==> config.mk <==
export PLATFORM = sky130hd
export DESIGN_NAME = cnn_stream_loader_flat
export DESIGN_NICKNAME = d
export VERILOG_FILES = /design/src/rtl/cnn_stream_loader_if.sv /design/src/rtl/cnn_stream_loader.sv /design/src/flat_wrapper.sv
export SDC_FILE = /design/constraint.sdc
export NUM_CORES = 1
export LEC_CHECK = 0
export BUFFER_PORTS_ARGS = -buffer_cell sky130_fd_sc_hd__buf_2
export CORE_MARGIN = 2
export CORE_UTILIZATION = 47
export CTS_CLUSTER_DIAMETER = 100
export DETAILED_ROUTE_END_ITERATION = 12
export PLACE_DENSITY = 0.66
export SLEW_MARGIN = 25
export SYNTH_ARGS = -nofsm -noshare
export SYNTH_HDL_FRONTEND = slang
export SYNTH_SLANG_ARGS = --single-unit
==> constraint.sdc <==
create_clock -name clkIn -period 9.6 [get_ports clkIn]
set_input_delay 1.92 -clock clkIn [delete_from_list [all_inputs] [get_ports clkIn]]
set_output_delay 1.92 -clock clkIn [all_outputs]
set_load 0.05 [all_outputs]
==> src/rtl/cnn_stream_loader_if.sv <==
// rtl/cnn_stream_loader_if.sv - stream and bus bundle between upstream feeder, loader and accelerator
//
// Groups the two 32-bit valid/ready/last payload streams (data image, filter), the
// accelerator memory write bus (addrOut/wrEnOut/wrDataOut) and the accelerator control
// and status signals (dimensions, startOut, doneIn, errorOut).
//   slave  : the loader side (consumes streams, drives bus/dims/start/error)
//   master : the environment side (drives streams and doneIn, observes the rest)
interface cnn_stream_loader_if #(
    parameter int BUS_ADDR_WIDTH = 32,
    parameter int BUS_DATA_WIDTH = 64,
    parameter int DATA_WIDTH     = 32,
    parameter int DIM_WIDTH      = 13
);
    logic [DATA_WIDTH-1:0]       dataIn;
    logic                        dataValidIn;
    logic                        dataLastIn;
    logic                        dataReadyOut;
    logic [DATA_WIDTH-1:0]       filtIn;
    logic                        filtValidIn;
    logic                        filtLastIn;
    logic                        filtReadyOut;
    logic                        doneIn;
    logic [BUS_ADDR_WIDTH-1:0]   addrOut;
    logic [BUS_DATA_WIDTH/8-1:0] wrEnOut;
    logic [BUS_DATA_WIDTH-1:0]   wrDataOut;
    logic [DIM_WIDTH-1:0]        dataColsOut;
    logic [DIM_WIDTH-1:0]        dataRowsOut;
    logic [DIM_WIDTH-1:0]        filtColsOut;
    logic [DIM_WIDTH-1:0]        filtRowsOut;
    logic                        startOut;
    logic                        errorOut;

    modport slave (
        input  dataIn, dataValidIn, dataLastIn,
        output dataReadyOut,
        input  filtIn, filtValidIn, filtLastIn,
        output filtReadyOut,
        input  doneIn,
        output addrOut, wrEnOut, wrDataOut,
        output dataColsOut, dataRowsOut, filtColsOut, filtRowsOut,
        output startOut, errorOut
    );

    modport master (
        output dataIn, dataValidIn, dataLastIn,
        input  dataReadyOut,
        output filtIn, filtValidIn, filtLastIn,
        input  filtReadyOut,
        output doneIn,
        input  addrOut, wrEnOut, wrDataOut,
        input  dataColsOut, dataRowsOut, filtColsOut, filtRowsOut,
        input  startOut, errorOut
    );
endinterface

==> src/rtl/cnn_stream_loader.sv <==
// rtl/cnn_stream_loader.sv - header/payload stream loader feeding cnn_hw_accelerator memory
//
// Accepts a data-image stream then a filter stream, each framed as: cols word, rows word,
// rows*cols payload words (last on the final one). Payload words are packed NUM_WORDS per
// bus beat (lane 0 in the LSBs) and written to the data region (from address 0) or the
// filter region (from FILT_BASE_ADDR). After the final filter beat a one-cycle startOut is
// issued and both streams are held off until doneIn.
// Ports:
//   clkIn   clock
//   rstNIn  asynchronous active-low reset
//   bus     cnn_stream_loader_if.slave: dataIn/dataValidIn/dataLastIn/dataReadyOut,
//           filtIn/filtValidIn/filtLastIn/filtReadyOut, doneIn, addrOut/wrEnOut/wrDataOut,
//           dataColsOut/dataRowsOut/filtColsOut/filtRowsOut, startOut, errorOut
module cnn_stream_loader #(
    parameter int BUS_ADDR_WIDTH = 32,
    parameter int BUS_DATA_WIDTH = 64,
    parameter int DATA_WIDTH     = 32,
    parameter int MAX_SIZE       = 4096,
    parameter int FILT_BASE_ADDR = 2048
) (
    input  logic              clkIn,
    input  logic              rstNIn,
    cnn_stream_loader_if.slave bus
);
    localparam int NUM_WORDS      = BUS_DATA_WIDTH / DATA_WIDTH;
    localparam int DIM_WIDTH      = $clog2(MAX_SIZE) + 1;
    localparam int LANE_WIDTH     = (NUM_WORDS > 1) ? $clog2(NUM_WORDS) : 1;
    localparam int BYTES_PER_LANE = DATA_WIDTH / 8;
    localparam int WREN_WIDTH     = BUS_DATA_WIDTH / 8;
    localparam int CNT_WIDTH      = 2 * DIM_WIDTH;

    typedef enum logic [3:0] {
        S_IDLE, S_DCOLS, S_DROWS, S_DLOAD, S_DDRAIN,
        S_FCOLS, S_FROWS, S_FLOAD, S_FDRAIN, S_START, S_WAIT
    } state_t;

    state_t state, nextState;

    logic                      dataReadyQ, filtReadyQ, startQ, errorQ;
    logic [BUS_ADDR_WIDTH-1:0] addrQ, wrAddrQ;
    logic [WREN_WIDTH-1:0]     wrEnQ;
    logic [BUS_DATA_WIDTH-1:0] wrDataQ, packQ;
    logic [DIM_WIDTH-1:0]      dataColsQ, dataRowsQ, filtColsQ, filtRowsQ;
    logic [LANE_WIDTH-1:0]     laneQ;
    logic [CNT_WIDTH-1:0]      cntQ, expectedQ;
    logic                      colsBigQ;

    logic                      dataReadyD, filtReadyD, startD, errorD;
    logic [BUS_ADDR_WIDTH-1:0] addrD, wrAddrD;
    logic [WREN_WIDTH-1:0]     wrEnD;
    logic [BUS_DATA_WIDTH-1:0] wrDataD, packD, packNext;
    logic [DIM_WIDTH-1:0]      dataColsD, dataRowsD, filtColsD, filtRowsD;
    logic [LANE_WIDTH-1:0]     laneD;
    logic [CNT_WIDTH-1:0]      cntD, expectedD;
    logic                      colsBigD;

    logic                      inFilt, xfer, wordLast, wordBig, dimErr, loadErr, laneFull, frameErr;
    logic [DATA_WIDTH-1:0]     word;
    logic [DIM_WIDTH-1:0]      colsCur;
    logic [CNT_WIDTH-1:0]      product;
    logic [WREN_WIDTH-1:0]     laneMask;

    // Both streams share one parser; the state decides which stream is live.
    always_comb begin
        inFilt   = state inside {S_FCOLS, S_FROWS, S_FLOAD, S_FDRAIN};
        word     = inFilt ? bus.filtIn : bus.dataIn;
        wordLast = inFilt ? bus.filtLastIn : bus.dataLastIn;
        xfer     = inFilt ? (bus.filtValidIn & filtReadyQ) : (bus.dataValidIn & dataReadyQ);
        colsCur  = inFilt ? filtColsQ : dataColsQ;
        // Oversize checks use the full word so a truncated dimension cannot alias to a legal one.
        wordBig  = word > DATA_WIDTH'(MAX_SIZE);
        product  = CNT_WIDTH'(colsCur) * CNT_WIDTH'(word[DIM_WIDTH-1:0]);
        dimErr   = colsBigQ || wordBig || (colsCur == '0) || (word == '0) ||
                   (product > CNT_WIDTH'(MAX_SIZE));
        loadErr  = (cntQ == expectedQ) || (wordLast && ((cntQ + CNT_WIDTH'(1)) != expectedQ));
        laneFull = laneQ == LANE_WIDTH'(NUM_WORDS - 1);
        laneMask = '0;
        for (int i = 0; i < NUM_WORDS; i++) begin
            if (i <= int'(laneQ)) laneMask[i*BYTES_PER_LANE +: BYTES_PER_LANE] = '1;
        end
        packNext = packQ;
        packNext[laneQ*DATA_WIDTH +: DATA_WIDTH] = word;
    end

    always_ff @(posedge clkIn or negedge rstNIn) begin
        if (!rstNIn) state <= S_IDLE;
        else         state <= nextState;
    end

    always_comb begin
        nextState = state;
        frameErr  = 1'b0;
        case (state)
            S_IDLE: if (bus.dataValidIn) nextState = S_DCOLS;
            S_DCOLS, S_FCOLS: if (xfer) begin
                if (wordLast) begin
                    nextState = S_IDLE;
                    frameErr  = 1'b1;
                end else begin
                    nextState = inFilt ? S_FROWS : S_DROWS;
                end
            end
            S_DROWS, S_FROWS: if (xfer) begin
                if (wordLast) begin
                    nextState = S_IDLE;
                    frameErr  = 1'b1;
                end else if (dimErr) begin
                    nextState = inFilt ? S_FDRAIN : S_DDRAIN;
                    frameErr  = 1'b1;
                end else begin
                    nextState = inFilt ? S_FLOAD : S_DLOAD;
                end
            end
            S_DLOAD, S_FLOAD: if (xfer) begin
                if (loadErr) begin
                    frameErr  = 1'b1;
                    nextState = wordLast ? S_IDLE : (inFilt ? S_FDRAIN : S_DDRAIN);
                end else if (wordLast) begin
                    nextState = inFilt ? S_START : S_FCOLS;
                end
            end
            S_DDRAIN, S_FDRAIN: if (xfer && wordLast) nextState = S_IDLE;
            S_START: nextState = S_WAIT;
            S_WAIT:  if (bus.doneIn) nextState = S_IDLE;
            default: nextState = S_IDLE;
        endcase
    end

    always_comb begin
        // Readies follow the upcoming state so they line up with the state register.
        dataReadyD = nextState inside {S_DCOLS, S_DROWS, S_DLOAD, S_DDRAIN};
        filtReadyD = nextState inside {S_FCOLS, S_FROWS, S_FLOAD, S_FDRAIN};
        startD     = (state == S_START);
        errorD     = errorQ | frameErr;
        dataColsD  = dataColsQ;
        dataRowsD  = dataRowsQ;
        filtColsD  = filtColsQ;
        filtRowsD  = filtRowsQ;
        colsBigD   = colsBigQ;
        expectedD  = expectedQ;
        cntD       = cntQ;
        laneD      = laneQ;
        packD      = packQ;
        wrAddrD    = wrAddrQ;
        addrD      = addrQ;
        wrEnD      = '0;
        wrDataD    = '0;

        if (xfer) begin
            case (state)
                S_DCOLS: begin dataColsD = word[DIM_WIDTH-1:0]; colsBigD = wordBig; end
                S_FCOLS: begin filtColsD = word[DIM_WIDTH-1:0]; colsBigD = wordBig; end
                S_DROWS: dataRowsD = word[DIM_WIDTH-1:0];
                S_FROWS: filtRowsD = word[DIM_WIDTH-1:0];
                default: ;
            endcase
        end

        if (xfer && (state == S_DROWS || state == S_FROWS)) begin
            expectedD = product;
            cntD      = '0;
            laneD     = '0;
            packD     = '0;
            wrAddrD   = inFilt ? BUS_ADDR_WIDTH'(FILT_BASE_ADDR) : '0;
        end

        if (xfer && (state == S_DLOAD || state == S_FLOAD) && !loadErr) begin
            cntD = cntQ + CNT_WIDTH'(1);
            if (laneFull || wordLast) begin
                wrEnD   = laneMask;
                wrDataD = packNext;
                addrD   = wrAddrQ;
                wrAddrD = wrAddrQ + BUS_ADDR_WIDTH'(1);
                laneD   = '0;
                packD   = '0;
            end else begin
                laneD = laneQ + LANE_WIDTH'(1);
                packD = packNext;
            end
        end
    end

    always_ff @(posedge clkIn or negedge rstNIn) begin
        if (!rstNIn) begin
            dataReadyQ <= 1'b0;
            filtReadyQ <= 1'b0;
            startQ     <= 1'b0;
            errorQ     <= 1'b0;
            addrQ      <= '0;
            wrAddrQ    <= '0;
            wrEnQ      <= '0;
            wrDataQ    <= '0;
            packQ      <= '0;
            dataColsQ  <= '0;
            dataRowsQ  <= '0;
            filtColsQ  <= '0;
            filtRowsQ  <= '0;
            laneQ      <= '0;
            cntQ       <= '0;
            expectedQ  <= '0;
            colsBigQ   <= 1'b0;
        end else begin
            dataReadyQ <= dataReadyD;
            filtReadyQ <= filtReadyD;
            startQ     <= startD;
            errorQ     <= errorD;
            addrQ      <= addrD;
            wrAddrQ    <= wrAddrD;
            wrEnQ      <= wrEnD;
            wrDataQ    <= wrDataD;
            packQ      <= packD;
            dataColsQ  <= dataColsD;
            dataRowsQ  <= dataRowsD;
            filtColsQ  <= filtColsD;
            filtRowsQ  <= filtRowsD;
            laneQ      <= laneD;
            cntQ       <= cntD;
            expectedQ  <= expectedD;
            colsBigQ   <= colsBigD;
        end
    end

    assign bus.dataReadyOut = dataReadyQ;
    assign bus.filtReadyOut = filtReadyQ;
    assign bus.startOut     = startQ;
    assign bus.errorOut     = errorQ;
    assign bus.addrOut      = addrQ;
    assign bus.wrEnOut      = wrEnQ;
    assign bus.wrDataOut    = wrDataQ;
    assign bus.dataColsOut  = dataColsQ;
    assign bus.dataRowsOut  = dataRowsQ;
    assign bus.filtColsOut  = filtColsQ;
    assign bus.filtRowsOut  = filtRowsQ;
endmodule

==> src/flat_wrapper.sv <==
// flat-port wrapper written by rule: the top's interface ports become plain ports
module cnn_stream_loader_flat 
#(
    parameter int BUS_ADDR_WIDTH = 32,
    parameter int BUS_DATA_WIDTH = 64,
    parameter int DATA_WIDTH     = 32,
    parameter int MAX_SIZE       = 4096,
    parameter int FILT_BASE_ADDR = 2048
)
  (clkIn, rstNIn, bus_dataIn, bus_dataValidIn, bus_dataLastIn, bus_dataReadyOut, bus_filtIn, bus_filtValidIn, bus_filtLastIn, bus_filtReadyOut, bus_doneIn, bus_addrOut, bus_wrEnOut, bus_wrDataOut, bus_dataColsOut, bus_dataRowsOut, bus_filtColsOut, bus_filtRowsOut, bus_startOut, bus_errorOut);
  cnn_stream_loader_if #(.BUS_ADDR_WIDTH(BUS_ADDR_WIDTH), .BUS_DATA_WIDTH(BUS_DATA_WIDTH), .DATA_WIDTH(DATA_WIDTH)) bus_i ();
  input  logic clkIn;
  input  logic rstNIn;
  input wire logic [$bits(bus_i.dataIn)-1:0] bus_dataIn;
  input wire logic [$bits(bus_i.dataValidIn)-1:0] bus_dataValidIn;
  input wire logic [$bits(bus_i.dataLastIn)-1:0] bus_dataLastIn;
  output wire logic [$bits(bus_i.dataReadyOut)-1:0] bus_dataReadyOut;
  input wire logic [$bits(bus_i.filtIn)-1:0] bus_filtIn;
  input wire logic [$bits(bus_i.filtValidIn)-1:0] bus_filtValidIn;
  input wire logic [$bits(bus_i.filtLastIn)-1:0] bus_filtLastIn;
  output wire logic [$bits(bus_i.filtReadyOut)-1:0] bus_filtReadyOut;
  input wire logic [$bits(bus_i.doneIn)-1:0] bus_doneIn;
  output wire logic [$bits(bus_i.addrOut)-1:0] bus_addrOut;
  output wire logic [$bits(bus_i.wrEnOut)-1:0] bus_wrEnOut;
  output wire logic [$bits(bus_i.wrDataOut)-1:0] bus_wrDataOut;
  output wire logic [$bits(bus_i.dataColsOut)-1:0] bus_dataColsOut;
  output wire logic [$bits(bus_i.dataRowsOut)-1:0] bus_dataRowsOut;
  output wire logic [$bits(bus_i.filtColsOut)-1:0] bus_filtColsOut;
  output wire logic [$bits(bus_i.filtRowsOut)-1:0] bus_filtRowsOut;
  output wire logic [$bits(bus_i.startOut)-1:0] bus_startOut;
  output wire logic [$bits(bus_i.errorOut)-1:0] bus_errorOut;
  assign bus_i.dataIn = bus_dataIn;
  assign bus_i.dataValidIn = bus_dataValidIn;
  assign bus_i.dataLastIn = bus_dataLastIn;
  assign bus_dataReadyOut = bus_i.dataReadyOut;
  assign bus_i.filtIn = bus_filtIn;
  assign bus_i.filtValidIn = bus_filtValidIn;
  assign bus_i.filtLastIn = bus_filtLastIn;
  assign bus_filtReadyOut = bus_i.filtReadyOut;
  assign bus_i.doneIn = bus_doneIn;
  assign bus_addrOut = bus_i.addrOut;
  assign bus_wrEnOut = bus_i.wrEnOut;
  assign bus_wrDataOut = bus_i.wrDataOut;
  assign bus_dataColsOut = bus_i.dataColsOut;
  assign bus_dataRowsOut = bus_i.dataRowsOut;
  assign bus_filtColsOut = bus_i.filtColsOut;
  assign bus_filtRowsOut = bus_i.filtRowsOut;
  assign bus_startOut = bus_i.startOut;
  assign bus_errorOut = bus_i.errorOut;
  cnn_stream_loader #(.BUS_ADDR_WIDTH(BUS_ADDR_WIDTH), .BUS_DATA_WIDTH(BUS_DATA_WIDTH), .DATA_WIDTH(DATA_WIDTH), .MAX_SIZE(MAX_SIZE), .FILT_BASE_ADDR(FILT_BASE_ADDR)) u_core (.clkIn(clkIn), .rstNIn(rstNIn), .bus(bus_i));
endmodule
==> insert_results.sql <==
INSERT INTO impl_metrics (metric_group, metric, value, unit) VALUES
('clock_network', 'h-tree-depth', '2', ''),
('timing', 'totalNegativeSetupSlack', '0', 'ns'),
('flow_run', 'drv.max_cap_violation_count', '0', ''),
('detailed_routing', 'route.detailed.vias_per_inst', '5.63', ''),
('min_path', 'hp-start', 'u_core.bus.addrOut[31]', ''),
('synthesis', 'synth_area_leaders', 'sky130_fd_sc_hd__dfrtp_1, sky130_fd_sc_hd__fa_1, sky130_fd_sc_hd__nand2_1', ''),
('synthesis', 'synthesis_stage_register_bit_count', '308', ''),
('synthesis', 'synth.distinct_cells', '83', ''),
('worst_setup_path', 'crit_path_end_kind', 'register', ''),
('clock_network', 'numCtsBuffers', '34', ''),
('worst_setup_path', 'crit_path_top_delay_cell', 'sky130_fd_sc_hd__dfrtp_1', ''),
('clock_network', 'clock_latency_at_the_later_pin_of_the_worst_skew_pair', '0.54', 'ns'),
('detailed_routing', 'drt_iter0_drc', '1226', ''),
('global_route', 'first_global_vias', '16900', ''),
('floorplanning', 'floorplan.io_pins', '231', ''),
('floorplanning', 'fp-row-count', '76', ''),
('clock_network', 'post-cts-setup-buffer-count', '0', ''),
('floorplanning', 'core_area', '0.0430', 'mm²'),
('floorplanning', 'floorplan.initialDensity', '0.476', ''),
('placed_design', 'routabilityCongestion', '0.911', ''),
('finish', 'finalCoreUtilization', '0.544', ''),
('clock_network', 'cts_tree', 'done', ''),
('clock_network', 'number_of_buffers_on_the_longest_clock_path', '3', ''),
('timing', 'drv_slew', '0', ''),
('detailed_routing', 'residual_drc', '0', ''),
('floorplanning', 'floorplan.die_area', '0.0452', 'mm²'),
('synthesis', 'syn_area_per_cell', '9.27', 'µm²'),
('synthesis', 'synth_warnings', '0', ''),
('timing', 'max_clock_freq', '0.112', 'GHz'),
('finish', 'multi_input_comb_area', '0.0115', 'mm²'),
('clock_network', 'path_clk_slew', '0.06', 'ns'),
('worst_setup_path', 'critPathLaunchType', 'register', ''),
('timing', 'final.period_utilization', '0.933', ''),
('timing', 'worst_pin_slew', '0.987', 'ns'),
('floorplanning', 'floorplan.die.height', '213', 'µm'),
('worst_setup_path', 'critPathMaxFanout', '25', ''),
('detailed_routing', 'wl_per_cell', '19.5', 'µm'),
('finish', 'area_delta_synth_final', '14.4', '%'),
('timing', 'rsz0062_at_grt', 'false', ''),
('synthesis', 'synthesis.instances', '2206', ''),
('worst_setup_path', 'worstReg2RegStart', 'u_core.state[0]', ''),
('global_route', 'global_route.usage.total', '0.266', ''),
('global_route', 'total_congestion_overflow', '0', ''),
('worst_setup_path', 'cp.arrival', '9.37', 'ns'),
('worst_setup_path', 'critPathMaxStageDelay', '0.75', 'ns'),
('timing', 'period_minus_slack', '8.96', 'ns'),
('finish', 'layout-drive-gt1-share', '0.162', ''),
('worst_setup_path', 'critPathLaunch', 'u_core.state[0]', ''),
('finish', 'stdcell_count', '3006', ''),
('detailed_routing', 'dr_total_vias', '16900', ''),
('synthesis', 'synth-seq-area-share', '0.377', ''),
('timing', 'headroom_to_the_max_slew_limit', '0.340', ''),
('global_route', 'antenna_violations_before_repair', '1', ''),
('timing', 'hold_slack', '0.473', 'ns'),
('timing', 'hold_violations', '0', ''),
('finish', 'antenna_cells_inserted', '0', ''),
('clock_network', 'cts.sinks', '308', ''),
('synthesis', 'yosys_most_used_dff', 'sky130_fd_sc_hd__dfrtp_1', ''),
('detailed_routing', 'detailedRoute.firstPassIterationCount', '6', ''),
('finish', 'final_net_count', '2664', ''),
('min_path', 'hold_path.class', 'reg2reg', ''),
('synthesis', 'synth_fp_nets', '2472', ''),
('worst_setup_path', 'timing_worst_setup_path_type', 'reg2reg', ''),
('clock_network', 'post_cts_hold_buffer_count', '0', ''),
('clock_network', 'ctsResizeCount', '0', ''),
('detailed_routing', 'routed_wl', '58700', 'µm'),
('synthesis', 'async_flop_share', '1.00', ''),
('finish', 'register_area', '0.00771', 'mm²'),
('worst_setup_path', 'cp_data_required_time', '10.01', 'ns'),
('status', 'outcome', 'completed', ''),
('floorplanning', 'width_of_the_chip', '213', 'µm');
synthesized netlist by cell type (6+ instances only):
library cell and number:
sky130_fd_sc_hd__o21ai_1 38, sky130_fd_sc_hd__nor2b_1 9, sky130_fd_sc_hd__xnor2_1 37, sky130_fd_sc_hd__a221oi_1 14, sky130_fd_sc_hd__nor3_1 32, sky130_fd_sc_hd__and2_1 11
sky130_fd_sc_hd__inv_1 194, sky130_fd_sc_hd__xor2_1 15, sky130_fd_sc_hd__a21oi_1 93, sky130_fd_sc_hd__nand3_1 46, sky130_fd_sc_hd__nor3b_1 6, sky130_fd_sc_hd__fa_1 121
sky130_fd_sc_hd__o21ai_0 87, sky130_fd_sc_hd__mux2i_1 89, sky130_fd_sc_hd__o31ai_1 9, sky130_fd_sc_hd__and3_1 59, sky130_fd_sc_hd__mux2_2 29, sky130_fd_sc_hd__nand2_1 278
sky130_fd_sc_hd__a31oi_1 6, sky130_fd_sc_hd__mux2_1 30, sky130_fd_sc_hd__a211oi_1 23, sky130_fd_sc_hd__nor2_1 261, sky130_fd_sc_hd__or4_1 23, sky130_fd_sc_hd__ha_1 74
sky130_fd_sc_hd__buf_4 8, sky130_fd_sc_hd__dfrtp_1 308, sky130_fd_sc_hd__o211ai_1 10, sky130_fd_sc_hd__nand2b_1 20, sky130_fd_sc_hd__o21a_1 6, sky130_fd_sc_hd__or3_1 11
sky130_fd_sc_hd__nor4_1 12, sky130_fd_sc_hd__o22ai_1 16, sky130_fd_sc_hd__clkbuf_1 81, sky130_fd_sc_hd__buf_2 28, sky130_fd_sc_hd__nand4_1 18, sky130_fd_sc_hd__a22o_1 13
sky130_fd_sc_hd__a21o_1 8, sky130_fd_sc_hd__and4_1 8
sequential cells by signal, indices dropped and copies added, names as in the netlist, 2 cells and up:
signal and flops:
u_core.bus.wrDataOut 64, u_core.packQ 64, u_core.bus.addrOut 32, u_core.wrAddrQ 32, u_core.cntQ 26, u_core.expectedQ 26, u_core.bus.dataColsOut 13, u_core.bus.dataRowsOut 13
u_core.bus.filtColsOut 13, u_core.bus.filtRowsOut 13, u_core.state 4, u_core.bus.wrEnOut 2
critical path, delay by kind of cell (launching register included):
family / cells / cell delay [ns]
and+or+nand+nor: 10 / 2.08
muxes: 2 / 0.58
adders and majority gates: 7 / 3.16
DFF: 1 / 0.75
AOI/OAI and AO/OA: 6 / 1.39
xor gates and xnor gates: 1 / 0.19
buffers and inverters: 6 / 0.64
metrics by stage:
| stage | instance area (µm²) | setup slack, ns |
|---|---|---|
| finish | 23400 | 0.644 |
| global placement | 22200 | 0.563 |
| CTS | 23300 | 0.718 |
| global route | 23400 | 0.194 |
| floorplan | 20400 | 0.850 |
| detailed placement | 22200 | 0.471 |
routing by layer:
layer	up-vias	track usage	share of wire
met1	8475	0.361	0.44
li1	7841	-	-
met3	100	0.0391	0.051
met5	-	0	0.00022
met4	2	0.0774	0.027
met2	510	0.444	0.49
final timing paths:
path | end | slack (ns) | cells after the start
max in group asynchronous | u_core.cntQ[22] | 7.14 | 3
min reg2reg | u_core.bus.addrOut[31] | 0.47 | 2
max | u_core.bus.filtReadyOut | 0.64 | 32
min in group asynchronous | u_core.bus.wrDataOut[56] | 1.23 | 1
min | u_core.bus.addrOut[31] | 0.47 | 2
max reg2reg | u_core.bus.filtReadyOut | 0.64 | 32
cells in the final DEF, fill, tap and decap left out, types with 39 or more instances in the layout:
cell type / n
sky130_fd_sc_hd__mux2i_1: 86
sky130_fd_sc_hd__fa_1: 121
sky130_fd_sc_hd__nand2_1: 277
sky130_fd_sc_hd__dfrtp_1: 307
sky130_fd_sc_hd__inv_1: 194
sky130_fd_sc_hd__o21ai_0: 86
sky130_fd_sc_hd__buf_4: 46
sky130_fd_sc_hd__o21ai_1: 39
sky130_fd_sc_hd__and3_1: 59
sky130_fd_sc_hd__a21oi_1: 93
sky130_fd_sc_hd__nor2_1: 259
sky130_fd_sc_hd__nand3_1: 46
sky130_fd_sc_hd__buf_2: 229
sky130_fd_sc_hd__ha_1: 74
area by class of cell:
class / instances / share of cell area
clock buffer: 48 / 0.0408
clock inverter: 11 / 0.00599
inverter: 196 / 0.0315
multi-input combinational: 1578 / 0.493
sequential: 308 / 0.330
tap: 585 / 0.0313
timing repair buffer: 280 / 0.0681
cells by family after synthesis:
| family | synth area share |
|---|---|
| AND/OR/NAND/NOR | 0.187 |
| flip-flops | 0.377 |
| AO/OA/AOI/OAI | 0.111 |
| buffers and inverters | 0.0627 |
| multiplexers | 0.0761 |
| adder cells (fa/ha/maj) | 0.164 |
| XOR/XNOR | 0.0223 |
Power is left out: the tool's default activity adds up to more than one toggle a clock period on the data nets, which glitch-free logic cannot reach.
